File: src/rtl/costas_lock_ctrl_if.sv
// Control/status bundle between the channel controller, the Costas discriminator and
// the acquisition/tracking sequencer.
interface costas_lock_ctrl_if #(
    parameter int ERR_W = 28
);
    logic                    start;
    logic                    abort;
    logic                    err_valid;
    logic signed [ERR_W-1:0] phase_error;
    logic [1:0]              gain_sel;
    logic                    filt_clr;
    logic                    nco_load;
    logic                    lock;
    logic                    fail;
    logic [2:0]              state;

    modport master (
        output start, abort, err_valid, phase_error,
        input  gain_sel, filt_clr, nco_load, lock, fail, state
    );

    modport slave (
        input  start, abort, err_valid, phase_error,
        output gain_sel, filt_clr, nco_load, lock, fail, state
    );
endinterface

File: src/rtl/costas_lock_ctrl.sv
// Costas loop acquisition/tracking sequencer: integrates |phase_error| per window,
// decides pull-in vs. lock, and drives loop-filter gain, filter clear and NCO reload.
module costas_lock_ctrl #(
    parameter int ERR_W     = 28,
    parameter int WIN_LEN   = 20,
    parameter int LOCK_THR  = 335544320,
    parameter int LOCK_CNT  = 4,
    parameter int LOSS_CNT  = 3,
    parameter int PULL_TMO  = 64,
    parameter int MAX_RETRY = 3
) (
    input  logic                clk,
    input  logic                rst,
    costas_lock_ctrl_if.slave   bus
);
    localparam int ACC_W  = ERR_W + $clog2(WIN_LEN);
    localparam int SCNT_W = $clog2(WIN_LEN);
    localparam int GCNT_W = $clog2(LOCK_CNT + 1);
    localparam int BCNT_W = $clog2(LOSS_CNT + 1);
    localparam int WCNT_W = $clog2(PULL_TMO + 1);
    localparam int RCNT_W = $clog2(MAX_RETRY + 1);
    localparam logic [ERR_W-1:0] MOST_NEG = {1'b1, {(ERR_W-1){1'b0}}};
    localparam logic [ERR_W-1:0] MOST_POS = {1'b0, {(ERR_W-1){1'b1}}};

    typedef enum logic [2:0] {
        ST_IDLE  = 3'd0,
        ST_CLEAR = 3'd1,
        ST_PULL  = 3'd2,
        ST_TRACK = 3'd3,
        ST_LOST  = 3'd4,
        ST_FAIL  = 3'd5
    } state_t;

    state_t              state_reg, state_next;
    logic [RCNT_W-1:0]   retry_reg, retry_next;
    logic [ACC_W-1:0]    acc_reg;
    logic [SCNT_W-1:0]   scnt_reg;
    logic                win_done_reg, win_good_reg;
    logic [GCNT_W-1:0]   good_cnt_reg, good_inc;
    logic [BCNT_W-1:0]   bad_cnt_reg, bad_inc;
    logic [WCNT_W-1:0]   win_cnt_reg, win_inc;
    logic [ERR_W-1:0]    mag;
    logic [ACC_W-1:0]    acc_sum;
    logic                state_chg;
    logic                integrating;
    logic [1:0]          gain_reg, gain_next;
    logic                clr_reg, lock_reg, fail_reg;

    // |x| with the most-negative code clamped so it stays representable
    always_comb begin
        mag = bus.phase_error;
        if (bus.phase_error == MOST_NEG)
            mag = MOST_POS;
        else if (bus.phase_error[ERR_W-1])
            mag = $unsigned(-bus.phase_error);
    end

    assign acc_sum     = acc_reg + ACC_W'(mag);
    assign good_inc    = good_cnt_reg + 1'b1;
    assign bad_inc     = bad_cnt_reg + 1'b1;
    assign win_inc     = win_cnt_reg + 1'b1;
    assign state_chg   = (state_next != state_reg);
    assign integrating = (state_reg == ST_PULL || state_reg == ST_TRACK) && bus.err_valid;

    always_comb begin
        state_next = state_reg;
        retry_next = retry_reg;
        case (state_reg)
            ST_IDLE: begin
                if (bus.start) begin
                    state_next = ST_CLEAR;
                    retry_next = '0;
                end
            end
            ST_CLEAR: state_next = ST_PULL;
            ST_PULL: begin
                if (win_done_reg) begin
                    if (win_good_reg && good_inc == GCNT_W'(LOCK_CNT))
                        state_next = ST_TRACK;
                    else if (win_inc == WCNT_W'(PULL_TMO))
                        state_next = ST_LOST;
                end
            end
            ST_TRACK: begin
                if (win_done_reg && !win_good_reg && bad_inc == BCNT_W'(LOSS_CNT))
                    state_next = ST_LOST;
            end
            ST_LOST: begin
                if (retry_reg < RCNT_W'(MAX_RETRY)) begin
                    retry_next = retry_reg + 1'b1;
                    state_next = ST_CLEAR;
                end else begin
                    state_next = ST_FAIL;
                end
            end
            ST_FAIL: begin
                if (bus.start) begin
                    state_next = ST_CLEAR;
                    retry_next = '0;
                end
            end
            default: state_next = ST_IDLE;
        endcase
        if (bus.abort) begin
            state_next = ST_IDLE;
            retry_next = retry_reg;
        end
    end

    always_comb begin
        gain_next = 2'b00;
        case (state_next)
            ST_PULL:  gain_next = 2'b11;
            ST_TRACK: gain_next = 2'b01;
            default:  gain_next = 2'b00;
        endcase
    end

    always_ff @(posedge clk) begin
        if (!rst) begin
            state_reg <= ST_IDLE;
            retry_reg <= '0;
            gain_reg  <= 2'b00;
            clr_reg   <= 1'b0;
            lock_reg  <= 1'b0;
            fail_reg  <= 1'b0;
        end else begin
            state_reg <= state_next;
            retry_reg <= retry_next;
            gain_reg  <= gain_next;
            clr_reg   <= (state_next == ST_CLEAR);
            lock_reg  <= (state_next == ST_TRACK);
            fail_reg  <= (state_next == ST_FAIL);
        end
    end

    // Window integrator; a sample landing on a state change belongs to no window
    always_ff @(posedge clk) begin
        if (!rst || state_chg) begin
            acc_reg      <= '0;
            scnt_reg     <= '0;
            win_done_reg <= 1'b0;
            win_good_reg <= 1'b0;
        end else if (integrating) begin
            if (scnt_reg == SCNT_W'(WIN_LEN - 1)) begin
                acc_reg      <= '0;
                scnt_reg     <= '0;
                win_done_reg <= 1'b1;
                win_good_reg <= (acc_sum < ACC_W'(LOCK_THR));
            end else begin
                acc_reg      <= acc_sum;
                scnt_reg     <= scnt_reg + 1'b1;
                win_done_reg <= 1'b0;
            end
        end else begin
            win_done_reg <= 1'b0;
        end
    end

    always_ff @(posedge clk) begin
        if (!rst || state_chg) begin
            good_cnt_reg <= '0;
            bad_cnt_reg  <= '0;
            win_cnt_reg  <= '0;
        end else if (win_done_reg) begin
            if (state_reg == ST_PULL) begin
                good_cnt_reg <= win_good_reg ? good_inc : '0;
                win_cnt_reg  <= win_inc;
            end else if (state_reg == ST_TRACK) begin
                bad_cnt_reg  <= win_good_reg ? '0 : bad_inc;
            end
        end
    end

    assign bus.state    = state_reg;
    assign bus.gain_sel = gain_reg;
    assign bus.filt_clr = clr_reg;
    assign bus.nco_load = clr_reg;
    assign bus.lock     = lock_reg;
    assign bus.fail     = fail_reg;
endmodule

File: src/flat_wrapper.sv
// flat-port wrapper written by rule: the top's interface ports become plain ports
module costas_lock_ctrl_flat 
#(
    parameter int ERR_W     = 28,
    parameter int WIN_LEN   = 20,
    parameter int LOCK_THR  = 335544320,
    parameter int LOCK_CNT  = 4,
    parameter int LOSS_CNT  = 3,
    parameter int PULL_TMO  = 64,
    parameter int MAX_RETRY = 3
)
  (clk, rst, bus_start, bus_abort, bus_err_valid, bus_phase_error, bus_gain_sel, bus_filt_clr, bus_nco_load, bus_lock, bus_fail, bus_state);
  costas_lock_ctrl_if #(.ERR_W(ERR_W)) bus_i ();
  input  logic clk;
  input  logic rst;
  input wire logic [$bits(bus_i.start)-1:0] bus_start;
  input wire logic [$bits(bus_i.abort)-1:0] bus_abort;
  input wire logic [$bits(bus_i.err_valid)-1:0] bus_err_valid;
  input wire logic [$bits(bus_i.phase_error)-1:0] bus_phase_error;
  output wire logic [$bits(bus_i.gain_sel)-1:0] bus_gain_sel;
  output wire logic [$bits(bus_i.filt_clr)-1:0] bus_filt_clr;
  output wire logic [$bits(bus_i.nco_load)-1:0] bus_nco_load;
  output wire logic [$bits(bus_i.lock)-1:0] bus_lock;
  output wire logic [$bits(bus_i.fail)-1:0] bus_fail;
  output wire logic [$bits(bus_i.state)-1:0] bus_state;
  assign bus_i.start = bus_start;
  assign bus_i.abort = bus_abort;
  assign bus_i.err_valid = bus_err_valid;
  assign bus_i.phase_error = bus_phase_error;
  assign bus_gain_sel = bus_i.gain_sel;
  assign bus_filt_clr = bus_i.filt_clr;
  assign bus_nco_load = bus_i.nco_load;
  assign bus_lock = bus_i.lock;
  assign bus_fail = bus_i.fail;
  assign bus_state = bus_i.state;
  costas_lock_ctrl #(.ERR_W(ERR_W), .WIN_LEN(WIN_LEN), .LOCK_THR(LOCK_THR), .LOCK_CNT(LOCK_CNT), .LOSS_CNT(LOSS_CNT), .PULL_TMO(PULL_TMO), .MAX_RETRY(MAX_RETRY)) u_core (.clk(clk), .rst(rst), .bus(bus_i));
endmodule
File: config.mk
export PLATFORM = sky130hd
export DESIGN_NAME = costas_lock_ctrl_flat
export DESIGN_NICKNAME = d
export VERILOG_FILES = /design/src/rtl/costas_lock_ctrl_if.sv /design/src/rtl/costas_lock_ctrl.sv /design/src/flat_wrapper.sv
export SDC_FILE = /design/constraint.sdc
export NUM_CORES = 1
export LEC_CHECK = 0
export CORE_ASPECT_RATIO = 1.4
export CORE_MARGIN = 1
export CORE_UTILIZATION = 41
export DETAILED_ROUTE_END_ITERATION = 8
export SLEW_MARGIN = 40
export SYNTH_ARGS = -nofsm -noshare
export SYNTH_HDL_FRONTEND = slang
export SYNTH_SLANG_ARGS = --single-unit
export TNS_END_PERCENT = 1
File: constraint.sdc
create_clock -name clk -period 7.8 [get_ports clk]
set_clock_uncertainty 0.05 [all_clocks]
set_input_delay 0.78 -clock clk [delete_from_list [all_inputs] [get_ports clk]]
set_output_delay 0.78 -clock clk [all_outputs]
set_load 0.01 [all_outputs]
==> results.json, run 1 <==
{
  "critPathArrivalTime_ns": 6.10,
  "dp_hpwl_um": 10290,
  "layout.nets": 784,
  "worst_pin_slew_ns": 0.8057,
  "synth_compound_area_frac": 0.2704,
  "cts_max_path_buffers": 2,
  "synth_nets": 766,
  "start_util": 0.4201,
  "start_kind": "input port",
  "syn_area_per_cell_um2": 7.442,
  "drv_slew": 0,
  "die_y_um": 134.9,
  "dieArea_mm2": 0.01308,
  "grt_max_degree": 54,
  "power_density_mw_per_mm2": 149.1,
  "seq_area_frac_synth": 0.2400,
  "postRouteAntennaNets": 0,
  "cts-root-buf": "clkbuf_16",
  "crit_path_max_fanout": 10,
  "grt_pass1_vias": 4841,
  "switching_share": 0.2907,
  "vdd_drop_max_uv": 113.8,
  "syn_inst": 695,
  "whs_ns": 0.4088,
  "hold_path_class": "flip-flop to flip-flop",
  "firstDrtPassIters": 6,
  "synth_edf_count": 0,
  "switching_power_uw": 258.2,
  "nFillCells": 1231,
  "cts.clk_slew.worst_paths_ns": 0.06,
  "cp_data_required_time_ns": 7.95,
  "ys_top_cells_by_area": "dfxtp_1 24%, ha_1 9.0%, xor2_1 6.1%, nand2_1 5.8%, nor2_1 5.1%",
  "grtUsageTotal": 0.2131,
  "path_delay_family": "simple AND/OR/NAND/NOR gates",
  "htree_levels": 3,
  "synthXorXnorAreaFrac": 0.08466,
  "crit_type": "input port to flip-flop",
  "io_buffers": 41,
  "syn2layout_area_growth_pct": 15.22,
  "layout_common_cells": "80 x nand2_1, 70 x nor2_1, 62 x dfxtp_1, 50 x a21oi_1, 41 x clkdlybuf4s50_1",
  "place_inst": 852,
  "viasPerCell": 5.884,
  "gp_congestion": 0.8700,
  "pwr-share-seq": 0.361,
  "grt_pass1_wl_um": 22670,
  "largest_register_ff_count": 33,
  "status": "finished clean",
  "fmax_ghz": 0.1679,
  "yosys_warnings": 0,
  "p_leak_nw": 2.419,
  "synthSimpleGateAreaFrac": 0.2528,
  "ys_types": 66,
  "cpPeakStageDelay_ns": 0.70,
  "postCtsResizedCells": 0,
  "netlist_area_mm2": 0.005172,
  "worst-path-buf-inv": 1,
  "crit_slowest_cell": "a2111oi_0",
  "synth_top_area_share": 0.2400,
  "finalSetupTns_ns": 0,
  "totalWireLength_um": 13880,
  "hold_buffers": 0,
  "p_int_uw": 630.2,
  "maxCapViolations": 0,
  "cts_inserted_buffers": 9,
  "row_count": 48,
  "synth_ff_type": "dfxtp_1",
  "path_cells": "clkdlybuf4s50_1 > or4_4 > or3b_1 > or2_4 > or3_4 > or2_4 > o21ai_2 > xor2_1 > nand2_1 > ha_1 > o21ai_0 > o21ai_0 > and2_1 > nor4_1 > a2111oi_0 > nand2_1 > o311ai_1 > o22ai_1",
  "synthMuxAreaShare": 0.01161,
  "diodes": 0,
  "ios": 42,
  "cts.sinks": 62,
  "drc": 0,
  "antenna_found_initial": 0,
  "fin_crit_sh": 0.7635,
  "hold_viol_final": 0,
  "async_flop_share": 0,
  "post_cts_buffers": 0,
  "final_layout_size_suffix_gt1_frac": 0.04596,
  "clock_power_share": 0.476,
  "cp-end-kind": "flip-flop",
  "cts_tree": "built",
  "synth_fa_ha_area_frac": 0.09337,
  "setup_viol": 0,
  "synth_seq_cells": 62,
  "drt_iter0_drc": 241,
  "avgRoutedWirePerCell_um": 15.99,
  "p_comb_frac": 0.163,
  "synth_top_cell_by_area": "dfxtp_1",
  "final_common_cell": "nand2_1",
  "die_w_um": 96.93,
  "core_mm2": 0.01231,
  "synth_top_family_by_area": "compound AO/OA/AOI/OAI gates",
  "clock_latency_ns": 0.34,
  "period_needed_ns": 5.956,
  "grt-ovfl-total": 0,
  "num_vias": 5107,
  "final-instance-count-excl-fill": 868,
  "slew-limit-headroom": 0.4490,
  "rsz0062_at_grt": "no"
}
stage by stage:
| step | instance area [um2] | util | setup slack (ns) | total power [mW] |
|---|---|---|---|---|
| 2_1_floorplan | 5172 | - | 2.726 | 0.4221 |
| 3_3_place_gp | 5650 | 0.4589 | 1.551 | 0.4698 |
| 3_5_place_dp | 5653 | 0.4591 | 1.561 | 0.4716 |
| 4_1_cts | 5959 | 0.4840 | 1.892 | 0.8966 |
| 5_1_grt | 5959 | 0.4840 | 1.492 | 0.9240 |
| 6_report | 5959 | 0.4840 | 1.844 | 0.8884 |
power groups by stage:
stage	Sequential (mW)	Combinational (mW)	Clock (mW)
after floorplan	0.327	0.0953	0
after global placement	0.327	0.142	0
after detailed placement	0.327	0.144	0
after CTS	0.320	0.145	0.431
after global routing	0.320	0.159	0.444
final	0.320	0.145	0.423
cell type report:
class                           count  area [um2]  area share
Clock buffer                        9       225.2     0.03779
Sequential cell                    62        1241      0.2083
Inverter                           25       93.84     0.01575
Clock inverter                      7       81.33     0.01365
Timing Repair Buffer               45       440.4     0.07390
Multi-Input combinational cell    570        3690      0.6191
Tap cell                          150       187.7     0.03149
path summary, 6_finish.rpt:
kind                            endpoint  cells past startpoint                   start  slack, ns
setup / recovery     u_core.win_good_reg                     18      bus_phase_error[5]       1.84
hold / removal    u_core.good_cnt_reg[1]                      2  u_core.good_cnt_reg[1]       0.41
setup reg to reg     u_core.win_good_reg                     10       u_core.acc_reg[0]       4.53
hold reg to reg   u_core.good_cnt_reg[1]                      2  u_core.good_cnt_reg[1]       0.41
worst reg2reg max path, delay by kind of cell (launching register included):
family	cells	cell delay [ns]
fa+ha+maj	2	0.64
simple gates	2	0.37
compound gates	6	1.81
flops	1	0.31
synth_stat cells (all sizes together), types with 3 or more instances:
cell type,count
nor3,20
a211oi,8
o41ai,4
o211ai,10
o21ai,32
and2,6
nor2,70
mux2i,6
or2,5
a21boi,3
xnor2,14
o22ai,4
nor4,6
a22oi,22
nand4,7
or3,7
a311oi,3
nor2b,6
a2111oi,4
a32oi,4
nand2b,10
dfxtp,62
nand2,80
clkbuf,30
o21bai,6
inv,25
and4,6
or4,3
ha,37
o311ai,3
a21o,14
xor2,36
a31oi,5
a21oi,50
o21a,10
nand3,20
a221oi,3
buf,8
nand3b,5
and3,12
o31ai,8
cell families after synthesis:
kind of cell               Yosys count
and+or+nand+nor                    268
AOI/OAI and AO/OA                  208
buffers and inverters               63
DFF                                 62
xor gates and xnor gates            50
adders and majority gates           38
muxes                                6
routing by layer:
layer / vias up / track usage / part of all wire
met1: 2392 / 0.2351 / 0.42
met4: 0 / 0.09453 / 0.030
li1: 2576 / - / -
met2: 111 / 0.3991 / 0.52
met3: 28 / 0.03416 / 0.031
met5: - / 0 / 0
Note: power is estimated with default switching activity, not from simulation.
==> run 2: changes to the inputs <==
clock period = 4.9 ns   (was 7.8 ns; I/O delays follow)
==> results.json, run 2 (same netlist as run 1, synthesis figures left out) <==
{
  "dp_slack_ns": -0.4275,
  "cts_inserted_buffers": 9,
  "io_buffers": 41,
  "crit_path_max_fanout": 7,
  "power_density_mw_per_mm2": 204.9,
  "postRouteAntennaNets": 0,
  "place_inst": 957,
  "cts.sinks": 62,
  "num_vias": 5564,
  "die_w_um": 96.93,
  "fin_crit_sh": 0.9581,
  "switching_power_uw": 410.7,
  "worst_pin_slew_ns": 0.6658,
  "layout_common_cells": "107 x buf_4, 80 x nand2_1, 70 x nor2_1, 62 x dfxtp_1, 49 x a21oi_1",
  "clock_power_share": 0.432,
  "finalWorstSetupSlack_ns": 0.2053,
  "switching_share": 0.2896,
  "cts-root-buf": "clkbuf_16",
  "cp-end-kind": "flip-flop",
  "viasPerCell": 5.707,
  "cts_max_path_buffers": 2,
  "cpPeakStageDelay_ns": 0.43,
  "rsz0062_at_grt": "no",
  "final_layout_size_suffix_gt1_frac": 0.1964,
  "gp_congestion": 0.9331,
  "grt_pass1_wl_um": 24570,
  "hold_viol_final": 0,
  "p_int_mw": 1.007,
  "pwr-share-seq": 0.360,
  "largest_register_ff_count": 33,
  "drc": 0,
  "grt_pass1_vias": 5488,
  "ios": 42,
  "grt_max_degree": 54,
  "p_leak_nw": 3.002,
  "maxCapViolations": 0,
  "final_common_cell": "buf_4",
  "status": "finished clean",
  "vdd_drop_max_uv": 140.9,
  "start_kind": "input port",
  "drv_slew": 0,
  "grt-ovfl-total": 0,
  "row_count": 48,
  "final_util": 0.5620,
  "critPathArrivalTime_ns": 4.84,
  "nFillCells": 1159,
  "multi_input_area_mm2": 0.003835,
  "totalWireLength_um": 14840,
  "htree_levels": 3,
  "firstDrtPassIters": 4,
  "design_area_mm2": 0.006919,
  "final-instance-count-excl-fill": 975,
  "fmax_ghz": 0.2130,
  "drt_iter0_drc": 210,
  "place_area_mm2": 0.006451,
  "setup_viol": 0,
  "syn2layout_area_growth_pct": 33.77,
  "regArea_mm2": 0.001241,
  "core_mm2": 0.01231,
  "dp_hpwl_um": 11240,
  "p_total_mw": 1.418,
  "die_y_um": 134.9,
  "diodes": 0,
  "start_util": 0.4201,
  "clock_latency_ns": 0.33,
  "antenna_found_initial": 0,
  "slew-limit-headroom": 0.5550,
  "crit_slowest_cell": "or4_4",
  "period_needed_ns": 4.695,
  "grtUsageTotal": 0.2288,
  "path_cells": "clkdlybuf4s50_1 > or4_4 > or3b_4 > or2_4 > or3_4 > or2_4 > o21ai_2 > xor2_1 > nand2_1 > ha_4 > buf_6 > and4_4 > buf_6 > nor3_1 > a2111oi_2 > buf_4 > nand2_1 > o311ai_2 > o22ai_1",
  "cp_data_required_time_ns": 5.04,
  "avgRoutedWirePerCell_um": 15.22,
  "hold_path_class": "flip-flop to flip-flop",
  "dieArea_mm2": 0.01308,
  "layout.nets": 891,
  "crit_type": "input port to flip-flop",
  "cts.clk_slew.worst_paths_ns": 0.06,
  "p_comb_frac": 0.208,
  "cts_tree": "built"
}
## run 2: path summary, 6_finish.rpt
kind	from	end	slack (ns)	cells after the start
setup / recovery	bus_phase_error[4]	u_core.win_good_reg	0.21	19
hold / removal	u_core.good_cnt_reg[1]	u_core.good_cnt_reg[1]	0.41	2
setup reg to reg	u_core.bus.state[1]	u_core.acc_reg[32]	1.82	8
hold reg to reg	u_core.good_cnt_reg[1]	u_core.good_cnt_reg[1]	0.41	2
## run 2: final cells by class
type                            count  area share
Tap cell                          150     0.02712
Clock inverter                      6    0.006872
Multi-Input combinational cell    570      0.5542
Timing Repair Buffer              152      0.1843
Clock buffer                       10     0.03454
Sequential cell                    62      0.1794
Inverter                           25     0.01356
## run 2: critical path: cells and delay by family
kind	cells	cell delay [ns]
and+or+nand+nor	9	2.20
AOI/OAI and AO/OA	4	0.87
buffers and inverters	4	0.82
adders and majority gates	1	0.30
xor gates and xnor gates	1	0.15
## run 2: power by group through the flow
stage	combinational [mW]	clock, mW	sequential [mW]
floorplan	0.152	0	0.520
global placement	0.276	0	0.521
detailed placement	0.282	0	0.521
CTS	0.284	0.624	0.510
global route	0.323	0.648	0.510
finish	0.295	0.613	0.510
## run 2: metal layers
layer  track usage  vias up  routed length, um
met5             0        -                  0
met4        0.1186        0                648
met3       0.03882       46                521
met2        0.4261      121               7775
met1        0.2463     2605               5896
li1              -     2792                  -
## run 2: through the flow
stage                     setup TNS, ns  hold WS, ns
after global placement          -0.7605       0.3923
after detailed placement         -1.475       0.4039
after floorplan                       0       0.3856
final                                 0       0.4133
after CTS                             0       0.4121
after global routing                  0       0.4497
## run 2: repair_timing
action | CTS | global route
gates resized for setup | 3 | 40
endpoints found under the setup margin | 1 | 8
pin swaps | 0 | 15
hold buffers | 0 | 0
setup buffers | 0 | 2
endpoints found under the hold margin | 0 | 0
==> run 3: changes to the inputs <==
CAP_MARGIN = 20   (was unset)
CTS_BUF_LIST = sky130_fd_sc_hd__clkbuf_4 sky130_fd_sc_hd__clkbuf_8   (was unset)
==> results.json, run 3 (same netlist as run 1, synthesis figures left out) <==
{
  "hold_buffers": 0,
  "vdd_drop_max_uv": 126.3,
  "regArea_mm2": 0.001241,
  "dp_hpwl_um": 11240,
  "r2r_end": "u_core.acc_reg[32]",
  "p_leak_nw": 2.923,
  "worst_pin_slew_ns": 0.6590,
  "hold_path_class": "flip-flop to flip-flop",
  "final_layout_size_suffix_gt1_frac": 0.1930,
  "reg2reg_slack_ns": 1.83,
  "r2r_cells": 8,
  "cts_max_path_buffers": 2,
  "row_count": 48,
  "num_vias": 5540,
  "fmax_ghz": 0.2106,
  "cp-end-kind": "flip-flop",
  "cp_data_required_time_ns": 5.12,
  "grt_max_degree": 54,
  "die_w_um": 96.93,
  "cts.clk_slew.worst_paths_ns": 0.09,
  "clock_latency_ns": 0.35,
  "core_mm2": 0.01231,
  "setup_viol": 0,
  "layout.nets": 890,
  "diodes": 0,
  "antenna_found_initial": 0,
  "status": "finished clean",
  "fin_crit_sh": 0.9692,
  "ios": 42,
  "power_density_mw_per_mm2": 181.9,
  "critPathArrivalTime_ns": 4.97,
  "postRouteAntennaNets": 0,
  "crit_type": "input port to flip-flop",
  "largest_register_ff_count": 33,
  "whs_ns": 0.4162,
  "place_area_mm2": 0.006451,
  "crit_path_max_fanout": 6,
  "viasPerCell": 5.688,
  "final_util": 0.5492,
  "multi_input_area_mm2": 0.003805,
  "period_needed_ns": 4.749,
  "avgRoutedWirePerCell_um": 15.07,
  "hold_viol_final": 0,
  "grt-ovfl-total": 0,
  "start_kind": "input port",
  "drc": 0,
  "nFillCells": 1181,
  "cts_tree": "built",
  "grt_pass1_wl_um": 24410,
  "cts.sinks": 62,
  "grtUsageTotal": 0.2269,
  "io_buffers": 41,
  "layout_common_cells": "109 x buf_4, 79 x nand2_1, 69 x nor2_1, 62 x dfxtp_1, 48 x a21oi_1",
  "place_inst": 957,
  "die_y_um": 134.9,
  "cts_inserted_buffers": 9,
  "maxCapViolations": 0,
  "crit_start": "bus_phase_error[5]",
  "syn2layout_area_growth_pct": 30.72,
  "htree_levels": 3,
  "start_util": 0.4201,
  "dieArea_mm2": 0.01308,
  "totalWireLength_um": 14680,
  "grt_pass1_vias": 5441,
  "gp_congestion": 0.9331,
  "drt_iter0_drc": 209,
  "crit_path_end": "u_core.win_good_reg",
  "r2r-start": "u_core.bus.state[1]",
  "final-instance-count-excl-fill": 974,
  "crit_slowest_cell": "or4_4",
  "cpPeakStageDelay_ns": 0.57,
  "cts-root-buf": "clkbuf_8",
  "slew-limit-headroom": 0.5596,
  "final_common_cell": "buf_4",
  "path_cells": "clkdlybuf4s50_1 > or4_4 > or3b_4 > or2_4 > or3_4 > or2_4 > o21ai_2 > xor2_1 > nand2_1 > ha_1 > nor3_1 > o21ai_2 > and2_2 > or3_1 > and4_1 > a2111oi_4 > o311ai_2 > o22ai_1",
  "drv_slew": 0,
  "design_area_mm2": 0.006761,
  "firstDrtPassIters": 4,
  "min_from": "u_core.acc_reg[21]"
}
[run 3: metal layers]
layer	part of all wire	track usage
met1	0.40	0.2444
met2	0.52	0.4257
met3	0.034	0.03416
met4	0.043	0.1177
met5	0	0
[run 3: final cells by class]
class,count,share of cell area
Clock inverter,6,0.007032
Sequential cell,62,0.1836
Inverter,25,0.01388
Tap cell,150,0.02776
Multi-Input combinational cell,570,0.5627
Timing Repair Buffer,151,0.1847
Clock buffer,10,0.02036
[run 3: critical path: cells and delay by family]
family | cells | cell delay, ns
and+or+nand+nor | 10 | 2.85
AOI/OAI and AO/OA | 5 | 0.84
buffers and inverters | 1 | 0.42
xor gates and xnor gates | 1 | 0.15
adders and majority gates | 1 | 0.23
[run 3: how the worst min path moves through the flow]
stage / end / cells past startpoint
after floorplan: u_core.good_cnt_reg[1] / 2
after global placement: u_core.good_cnt_reg[1] / 2
after detailed placement: u_core.good_cnt_reg[1] / 2
after CTS: u_core.good_cnt_reg[1] / 2
after global routing: u_core.acc_reg[25] / 2
final: u_core.acc_reg[21] / 2
[run 3: repair_timing]
action	CTS	global route
pin swaps	0	8
setup endpoints to repair	1	8
setup buffers	0	1
resized for setup	2	32
[run 3: metrics by stage]
stage          setup WS, ns   TNS, ns  total power [mW]
2_1_floorplan        0.1157         0            0.6719
3_3_place_gp        -0.4014   -0.7605            0.7975
3_5_place_dp        -0.4275    -1.475            0.8036
4_1_cts             0.01072         0             1.238
5_1_grt            -0.02144  -0.02144             1.292
6_report             0.1508         0             1.230
[run 3: where the power goes]
| part | internal [mW] | switching (mW) | total [mW] |
|---|---|---|---|
| logic | 0.138 | 0.151 | 0.290 |
| clock network | 0.200 | 0.231 | 0.431 |
| registers | 0.506 | 0.00295 | 0.509 |
